`config.mk`:
```
export PLATFORM = sky130hd
export DESIGN_NAME = scan_chain_master_flat
export DESIGN_NICKNAME = d
export VERILOG_FILES = /design/src/rtl/scan_chain_master_if.sv /design/src/rtl/scan_chain_master.sv /design/src/flat_wrapper.sv
export SDC_FILE = /design/constraint.sdc
export NUM_CORES = 2
export LEC_CHECK = 0
export ABC_AREA = 1
export BUFFER_PORTS_ARGS = -buffer_cell sky130_fd_sc_hd__clkbuf_2
export CAP_MARGIN = 30
export CORE_AREA = 2 2 417 419
export CTS_BUF_LIST = sky130_fd_sc_hd__clkbuf_4
export CTS_CLUSTER_DIAMETER = 150
export CTS_CLUSTER_SIZE = 40
export DETAILED_ROUTE_END_ITERATION = 8
export DIE_AREA = 0 0 419 421
export SLEW_MARGIN = 20
export SYNTH_ARGS = -nofsm -noshare
export SYNTH_HDL_FRONTEND = slang
export SYNTH_SLANG_ARGS = --single-unit
```
`constraint.sdc`:
```
create_clock -name clk -period 2 [get_ports clk]
set_clock_uncertainty 0.2 [all_clocks]
set_input_delay 0.3 -clock clk [delete_from_list [all_inputs] [get_ports clk]]
set_output_delay 0.3 -clock clk [all_outputs]
set_load 0.02 [all_outputs]
```
`src/rtl/scan_chain_master_if.sv`:
```
// Pin bundle between the scan-chain driver and the two-phase scan chain it serves.
interface scan_chain_master_if;
  logic clk1;
  logic clk2;
  logic scan_in;
  logic capture;
  logic update;
  logic scan_out;

  modport master (output clk1, clk2, scan_in, capture, update, input scan_out);
  modport slave  (input clk1, clk2, scan_in, capture, update, output scan_out);
endinterface

```
`src/rtl/scan_chain_master.sv`:
```
// Serialises a parallel word into a two-phase (clk1/clk2) scan chain and collects scan_out back.
// Optional: define SCAN_MASTER_LOOPBACK_CHECK_EN to add the chk_err shift-twice integrity flag.
module scan_chain_master #(
  parameter int unsigned NUM_SCAN_BITS = 523,
  parameter int unsigned PHASE         = 1,
  parameter int unsigned CNT_W         = 10
) (
  input  logic                     clk,
  input  logic                     rst,
  input  logic                     start,
  input  logic                     do_capture,
  input  logic                     do_update,
  input  logic [NUM_SCAN_BITS-1:0] wr_data,
  output logic                     busy,
  output logic                     done,
  output logic [NUM_SCAN_BITS-1:0] rd_data,
`ifdef SCAN_MASTER_LOOPBACK_CHECK_EN
  output logic                     chk_err,
`endif
  scan_chain_master_if.master      scan
);

  localparam int unsigned TMR_W = $clog2(4 * PHASE) + 1;
  localparam logic [TMR_W-1:0] PH_LAST  = TMR_W'(PHASE - 1);
  localparam logic [TMR_W-1:0] CAP_LAST = TMR_W'(4 * PHASE - 1);
  localparam logic [TMR_W-1:0] SUB1     = TMR_W'(PHASE);
  localparam logic [TMR_W-1:0] SUB2     = TMR_W'(2 * PHASE);
  localparam logic [TMR_W-1:0] SUB3     = TMR_W'(3 * PHASE);
  localparam logic [CNT_W-1:0] CNT_LAST = CNT_W'(NUM_SCAN_BITS - 1);

  typedef enum logic [2:0] {
    S_IDLE, S_CAP, S_SETUP, S_C1, S_GAP, S_C2, S_UPD, S_DONE
  } state_t;

  state_t                   state, state_n;
  logic [TMR_W-1:0]         tmr, tmr_n, tmr_inc;
  logic [CNT_W-1:0]         cnt, cnt_n;
  logic [NUM_SCAN_BITS-1:0] wr_sh, wr_sh_n, rd_sh, rd_sh_n, rd_data_n;
  logic                     cap_req, cap_req_n, upd_req, upd_req_n;
  logic                     busy_n, done_n;
  logic                     clk1_q, clk1_n, clk2_q, clk2_n, scan_in_q, scan_in_n;
  logic                     capture_q, capture_n, update_q, update_n;
  logic                     ph_end;
`ifdef SCAN_MASTER_LOOPBACK_CHECK_EN
  logic [NUM_SCAN_BITS-1:0] cur_wr, cur_wr_n, prev_wr, prev_wr_n;
  logic                     have_prev, have_prev_n, chk_err_n;
`endif

  assign scan.clk1    = clk1_q;
  assign scan.clk2    = clk2_q;
  assign scan.scan_in = scan_in_q;
  assign scan.capture = capture_q;
  assign scan.update  = update_q;

  // State, datapath and registered outputs
  always_ff @(posedge clk) begin
    if (rst) begin
      state     <= S_IDLE;
      tmr       <= '0;
      cnt       <= '0;
      wr_sh     <= '0;
      rd_sh     <= '0;
      cap_req   <= 1'b0;
      upd_req   <= 1'b0;
      busy      <= 1'b0;
      done      <= 1'b0;
      rd_data   <= '0;
      clk1_q    <= 1'b0;
      clk2_q    <= 1'b0;
      scan_in_q <= 1'b0;
      capture_q <= 1'b0;
      update_q  <= 1'b0;
`ifdef SCAN_MASTER_LOOPBACK_CHECK_EN
      cur_wr    <= '0;
      prev_wr   <= '0;
      have_prev <= 1'b0;
      chk_err   <= 1'b0;
`endif
    end else begin
      state     <= state_n;
      tmr       <= tmr_n;
      cnt       <= cnt_n;
      wr_sh     <= wr_sh_n;
      rd_sh     <= rd_sh_n;
      cap_req   <= cap_req_n;
      upd_req   <= upd_req_n;
      busy      <= busy_n;
      done      <= done_n;
      rd_data   <= rd_data_n;
      clk1_q    <= clk1_n;
      clk2_q    <= clk2_n;
      scan_in_q <= scan_in_n;
      capture_q <= capture_n;
      update_q  <= update_n;
`ifdef SCAN_MASTER_LOOPBACK_CHECK_EN
      cur_wr    <= cur_wr_n;
      prev_wr   <= prev_wr_n;
      have_prev <= have_prev_n;
      chk_err   <= chk_err_n;
`endif
    end
  end

  // Next state; outputs are decoded from the next state so they register cleanly
  always_comb begin
    state_n   = state;
    tmr_n     = tmr;
    cnt_n     = cnt;
    wr_sh_n   = wr_sh;
    rd_sh_n   = rd_sh;
    cap_req_n = cap_req;
    upd_req_n = upd_req;
    tmr_inc   = tmr + TMR_W'(1);
    ph_end    = (tmr == PH_LAST);
`ifdef SCAN_MASTER_LOOPBACK_CHECK_EN
    cur_wr_n    = cur_wr;
    prev_wr_n   = prev_wr;
    have_prev_n = have_prev;
    chk_err_n   = chk_err;
`endif

    unique case (state)
      S_IDLE: begin
        if (start) begin
          wr_sh_n   = wr_data;
          cap_req_n = do_capture;
          upd_req_n = do_update;
          cnt_n     = '0;
          tmr_n     = '0;
          state_n   = do_capture ? S_CAP : S_SETUP;
`ifdef SCAN_MASTER_LOOPBACK_CHECK_EN
          cur_wr_n  = wr_data;
          chk_err_n = 1'b0;
`endif
        end
      end
      S_CAP: begin
        tmr_n = tmr_inc;
        if (tmr == CAP_LAST) begin
          tmr_n   = '0;
          state_n = S_SETUP;
        end
      end
      S_SETUP: begin
        tmr_n = tmr_inc;
        if (ph_end) begin
          rd_sh_n = {scan.scan_out, rd_sh[NUM_SCAN_BITS-1:1]};
          tmr_n   = '0;
          state_n = S_C1;
        end
      end
      S_C1: begin
        tmr_n = tmr_inc;
        if (ph_end) begin
          tmr_n   = '0;
          state_n = S_GAP;
        end
      end
      S_GAP: begin
        tmr_n = tmr_inc;
        if (ph_end) begin
          tmr_n   = '0;
          state_n = S_C2;
        end
      end
      S_C2: begin
        tmr_n = tmr_inc;
        if (ph_end) begin
          tmr_n   = '0;
          wr_sh_n = {1'b0, wr_sh[NUM_SCAN_BITS-1:1]};
          cnt_n   = cnt + CNT_W'(1);
          if (cnt == CNT_LAST) state_n = upd_req ? S_UPD : S_DONE;
          else                 state_n = S_SETUP;
        end
      end
      S_UPD: begin
        tmr_n = tmr_inc;
        if (ph_end) begin
          tmr_n   = '0;
          state_n = S_DONE;
        end
      end
      S_DONE: begin
        tmr_n   = '0;
        state_n = S_IDLE;
      end
      default: begin
        tmr_n   = '0;
        state_n = S_IDLE;
      end
    endcase

    busy_n    = (state_n != S_IDLE) && (state_n != S_DONE);
    done_n    = (state_n == S_DONE);
    capture_n = (state_n == S_CAP);
    update_n  = (state_n == S_UPD);
    clk1_n    = (state_n == S_C1) || (capture_n && (tmr_n >= SUB1) && (tmr_n < SUB2));
    clk2_n    = (state_n == S_C2) || (capture_n && (tmr_n >= SUB3));

    // scan_in holds between bits and only moves while both clocks are low
    scan_in_n = scan_in_q;
    if (state_n == S_IDLE)       scan_in_n = 1'b0;
    else if (state_n == S_SETUP) scan_in_n = wr_sh_n[0];

    rd_data_n = (state_n == S_DONE) ? rd_sh_n : rd_data;

`ifdef SCAN_MASTER_LOOPBACK_CHECK_EN
    if (state_n == S_DONE) begin
      chk_err_n   = have_prev && (rd_sh_n != prev_wr);
      prev_wr_n   = cur_wr;
      have_prev_n = 1'b1;
    end
`endif
  end

endmodule

```
`src/flat_wrapper.sv`:
```
// flat-port wrapper written by rule: the top's interface ports become plain ports
module scan_chain_master_flat 
#(
  parameter int unsigned NUM_SCAN_BITS = 523,
  parameter int unsigned PHASE         = 1,
  parameter int unsigned CNT_W         = 10
)
  (clk, rst, start, do_capture, do_update, wr_data, busy, done, rd_data, scan_clk1, scan_clk2, scan_scan_in, scan_capture, scan_update, scan_scan_out);
  scan_chain_master_if scan_i ();
  input  logic clk;
  input  logic rst;
  input  logic start;
  input  logic do_capture;
  input  logic do_update;
  input  logic [NUM_SCAN_BITS-1:0] wr_data;
  output logic busy;
  output logic done;
  output logic [NUM_SCAN_BITS-1:0] rd_data;
  output wire logic [$bits(scan_i.clk1)-1:0] scan_clk1;
  output wire logic [$bits(scan_i.clk2)-1:0] scan_clk2;
  output wire logic [$bits(scan_i.scan_in)-1:0] scan_scan_in;
  output wire logic [$bits(scan_i.capture)-1:0] scan_capture;
  output wire logic [$bits(scan_i.update)-1:0] scan_update;
  input wire logic [$bits(scan_i.scan_out)-1:0] scan_scan_out;
  assign scan_clk1 = scan_i.clk1;
  assign scan_clk2 = scan_i.clk2;
  assign scan_scan_in = scan_i.scan_in;
  assign scan_capture = scan_i.capture;
  assign scan_update = scan_i.update;
  assign scan_i.scan_out = scan_scan_out;
  scan_chain_master #(.NUM_SCAN_BITS(NUM_SCAN_BITS), .PHASE(PHASE), .CNT_W(CNT_W)) u_core (.clk(clk), .rst(rst), .start(start), .do_capture(do_capture), .do_update(do_update), .wr_data(wr_data), .busy(busy), .done(done), .rd_data(rd_data), .scan(scan_i));
endmodule
```
==> flow_metrics.tcl <==
set metrics [dict create \
    critPathLaunchType "register" \
    viasPerCell 4.919 \
    worst_setup_path_class "reg2reg" \
    route.detailed.wl_per_inst_um 17.72 \
    power_leakage_nw 43.11 \
    dr_total_vias 63410 \
    hold_path_end "u_core.upd_req" \
    area_delta_synth_final_pct 46.35 \
    post_synth_num_cell_types 33 \
    cp_common_cell "sky130_fd_sc_hd__buf_16" \
    cts_hold_repair.buffers 1055 \
    gp_congestion 0.8673 \
    antenna_violating_nets_post_route 0 \
    crit-reg2reg-launch "u_core.tmr[0]" \
    stage_delay_of_the_slowest_cell_on_the_critical_path_ns 0.67 \
    fin_worst_hold_slack_ns 0.1421 \
    postRouteWirelength_um 228400 \
    grt_setup_unrepaired "yes" \
    design.core.area_mm2 0.1725 \
    count_of_fill_cells_added_during_filler_insertion 14980 \
    worst_ep_arrival_time_ns 3.59 \
    drt_iter0_drc 4833 \
    post_synth_instance_area_mm2 0.06350 \
    cts.htree.levels 2 \
    antenna_found_initial 52 \
    drt_first_pass_iters 7 \
    failed_checks "setup timing" \
    count_of_state_elements_after_synthesis 1593 \
    timing.critical_path.slowest_stage_cell "sky130_fd_sc_hd__a22oi_1" \
    grt_pass1_wl_um 339500 \
    worstSetupEndpointType "register" \
    pwr_density_cell_mw_per_mm2 1000 \
    std_cell_rows 153 \
    ys.warnings.count 0 \
    mostFrequentLayoutCell "sky130_fd_sc_hd__nand2_1" \
    path_buf_inv 5 \
    numnets_final 11040 \
    maxUsedRoutingLayer "met5" \
    crit_family "compound AO/OA/AOI/OAI gates" \
    dp_hpwl_um 138300 \
    buffer_ports.inserted 1058 \
    syn-mean-instance-area_um2 7.831 \
    final_cells 12890 \
    timing.rr.end "u_core.wr_sh[257]" \
    synth_sequential_area_ratio 0.5022 \
    yosys.area.top_type "sky130_fd_sc_hd__dfxtp_1" \
    timing.final.setup_violations 2102 \
    cts_buffers 47 \
    detail_route.drc_violations 0 \
    numPlacedInstances 11620 \
    syn_inst 8109 \
    timing.max_slew.rel_slack 0.4730 \
    effective_utilization_at_floorplan 0.3681 \
    die_width_um 419 \
    outcome "complete, but fails checks" \
    ratio_of_cells_with_drive_above_1_in_the_final_layout 0.2452 \
    final_max_slew_viol_count 0 \
    die_h_um 421 \
    ff2ff_path_depth 10 \
    postSynthNetCount 8644 \
    highest_count_cells_in_the_layout_ignoring_fill_and_taps "sky130_fd_sc_hd__nand2_1 (1,512), sky130_fd_sc_hd__dfxtp_1 (1,381), sky130_fd_sc_hd__nor2_1 (1,062)" \
    reported_max_cap_violation_count 0 \
    max_freq_ghz 0.3680 \
    ios 1059 \
    path_cells "inv_2, ha_4, nand2_4, nor2_4, buf_4, buf_12, buf_16, buf_16, a22oi_1, a21oi_1" \
    routed-wl-met3_um 13570 \
    cell_at_the_root_of_the_clock_tree "sky130_fd_sc_hd__clkbuf_4" \
    dr_wl_met2_um 110600 \
    globalRouteTotalUtil 0.2382 \
    worst_ep_required_time_ns 2.87 \
    first_global_vias 61900 \
    hold_path_startpoint "start" \
    worst_hold_path_type "in2reg" \
    crit_fanout 31 \
    detail_route.wirelength.met1_um 87780 \
    clock_pin_slew_reported_for_the_worst_setup_and_hold_paths_after_clock_tree_synthesis_ns 0.38 \
    cts.sink_count 1593 \
    die_area_mm2 0.1764 \
    timing_worst_slew_pin_value_ns 0.7906 \
    grt_overflow_total 0 \
    yosys.area.top_type_share 0.5022 \
    critical_path_cell_count 10 \
    cts-root-to-sink-buffers 3 \
    r2r_slack_ns -0.72 \
    final.setup.worst_slack_ns -0.7172 \
    holdPathStages 6 \
    clock_latency_ns 1.19 \
    max-vdd-ir-drop_mv 0.9083 \
    post-route-period-util 1.359 \
    hold_violations 0 \
    maximum_number_of_pins_on_one_net_before_global_route_repair 135 \
    synthTopCellsByArea "sky130_fd_sc_hd__dfxtp_1 (50%), sky130_fd_sc_hd__nand2_1 (9.6%), sky130_fd_sc_hd__mux2i_1 (8.2%)" \
    min_period_ns 2.717 \
    tritoncts_clock_tree "built" \
]
## worst max-delay path by stage
| stage | start | endpoint | slack (ns) |
|---|---|---|---|
| after floorplan | u_core.tmr[1] | u_core.rd_data[100] | -0.08 |
| after global placement | u_core.tmr[0] | u_core.rd_data[62] | -0.44 |
| after detailed placement | u_core.tmr[0] | u_core.rd_data[422] | -0.48 |
| after CTS | u_core.rd_data[461] | rd_data[461] | -0.49 |
| after global routing | u_core.state[0] | u_core.wr_sh[318] | -0.80 |
| final | u_core.tmr[0] | u_core.wr_sh[257] | -0.72 |
## cells in the mapped netlist
cell type	instances
sky130_fd_sc_hd__buf_1	33
sky130_fd_sc_hd__nor4_1	1
sky130_fd_sc_hd__inv_2	211
sky130_fd_sc_hd__nor2_2	1
sky130_fd_sc_hd__dfxtp_1	1593
sky130_fd_sc_hd__nand3_2	1
sky130_fd_sc_hd__nand3_1	533
sky130_fd_sc_hd__buf_6	9
sky130_fd_sc_hd__mux2i_1	519
sky130_fd_sc_hd__buf_2	247
sky130_fd_sc_hd__buf_8	1
sky130_fd_sc_hd__nor3b_1	1
sky130_fd_sc_hd__xor2_1	1
sky130_fd_sc_hd__inv_1	878
sky130_fd_sc_hd__a211oi_1	1
sky130_fd_sc_hd__nand2_1	1619
sky130_fd_sc_hd__nor2_1	1078
sky130_fd_sc_hd__and2_1	1
sky130_fd_sc_hd__clkbuf_1	270
sky130_fd_sc_hd__a21oi_1	535
sky130_fd_sc_hd__o21bai_1	1
sky130_fd_sc_hd__o22ai_1	1
sky130_fd_sc_hd__nand4_1	3
sky130_fd_sc_hd__nor3_1	8
sky130_fd_sc_hd__nand2_2	1
sky130_fd_sc_hd__a22oi_1	521
sky130_fd_sc_hd__o211ai_1	1
sky130_fd_sc_hd__o21ai_2	1
sky130_fd_sc_hd__o21ai_0	10
sky130_fd_sc_hd__nor3_4	1
sky130_fd_sc_hd__ha_1	6
sky130_fd_sc_hd__buf_4	21
sky130_fd_sc_hd__o221ai_1	1
## stage by stage
stage	instance area (um2)	util	total power, mW	setup TNS, ns	setup WS (ns)
after floorplan	64110	-	59.39	-30.34	-0.07887
after global placement	76200	0.4418	70.08	-376.22	-0.4375
after detailed placement	76200	0.4418	70.53	-413.04	-0.4828
after CTS	90990	0.5275	87.15	-725.60	-0.4927
after global routing	92900	0.5386	97.47	-966.84	-0.8048
final	92930	0.5388	92.94	-640.95	-0.7172
## worst register-to-register path, delay by kind of cell (launching register included)
family          cells  cell delay (ns)
simple gates        2             0.15
fa+ha+maj           1             0.17
buf+inv             5             0.80
compound gates      2             0.85
flops               1             0.44
## metal layers
layer | vias to the layer above | track usage
li1 | 30450 | -
met1 | 29300 | 0.2742
met2 | 2732 | 0.4118
met3 | 905 | 0.03713
met4 | 18 | 0.1474
met5 | - | 0
## power breakdown
| part | internal (mW) | switching (mW) |
|---|---|---|
| Sequential | 35.5 | 2.52 |
| Combinational | 20.5 | 23.8 |
| Clock | 1.19 | 9.48 |
## layout make-up
class	instances	area (um2)	share of cell area
Inverter	1089	4121	0.04435
Tap cell	2325	2909	0.03130
Clock buffer	47	352.8	0.003797
Timing Repair Buffer	2925	27150	0.2922
Antenna cell	57	142.6	0.001535
Timing Repair inverter	1	8.758	0.00009425
Sequential cell	1593	32330	0.3479
Multi-Input combinational cell	4846	25810	0.2777
Clock inverter	7	102.6	0.001104
## logic make-up (layout without fill, tap and decap cells)
kind of cell    after synthesis  in the layout  share of synthesized area
simple gates               3248           3248                     0.2033
buf+inv                    1670           4069                     0.1061
flops                      1593           1593                     0.5022
compound gates             1072           1072                     0.1053
mux                         519            519                    0.08181
fa+ha+maj                     6              6                   0.001182
xor+xnor                      1              1                  0.0001380
other cells                   0             57                          0
## state kept, by name, summed over array words and instances (netlist names)
register / cells
u_core.scan.clk1: 1
u_core.state: 3
u_core.tmr: 3
u_core.scan.update: 1
u_core.scan.clk2: 1
u_core.upd_req: 1
u_core.scan.scan_in: 1
u_core.rd_data: 523
u_core.cnt: 10
u_core.busy: 1
u_core.wr_sh: 523
u_core.done: 1
u_core.rd_sh: 523
u_core.scan.capture: 1
## what timing repair did
action | 4_1_cts | 5_1_grt
endpoints found under the setup margin | 2099 | 2115
resized for setup | 745 | 188
gates cloned | 30 | 38
setup buffers | 26 | 15
hold endpoints to repair | 1593 | 2
pin swaps | 4 | 67
Note: power is estimated with default switching activity, not from simulation.
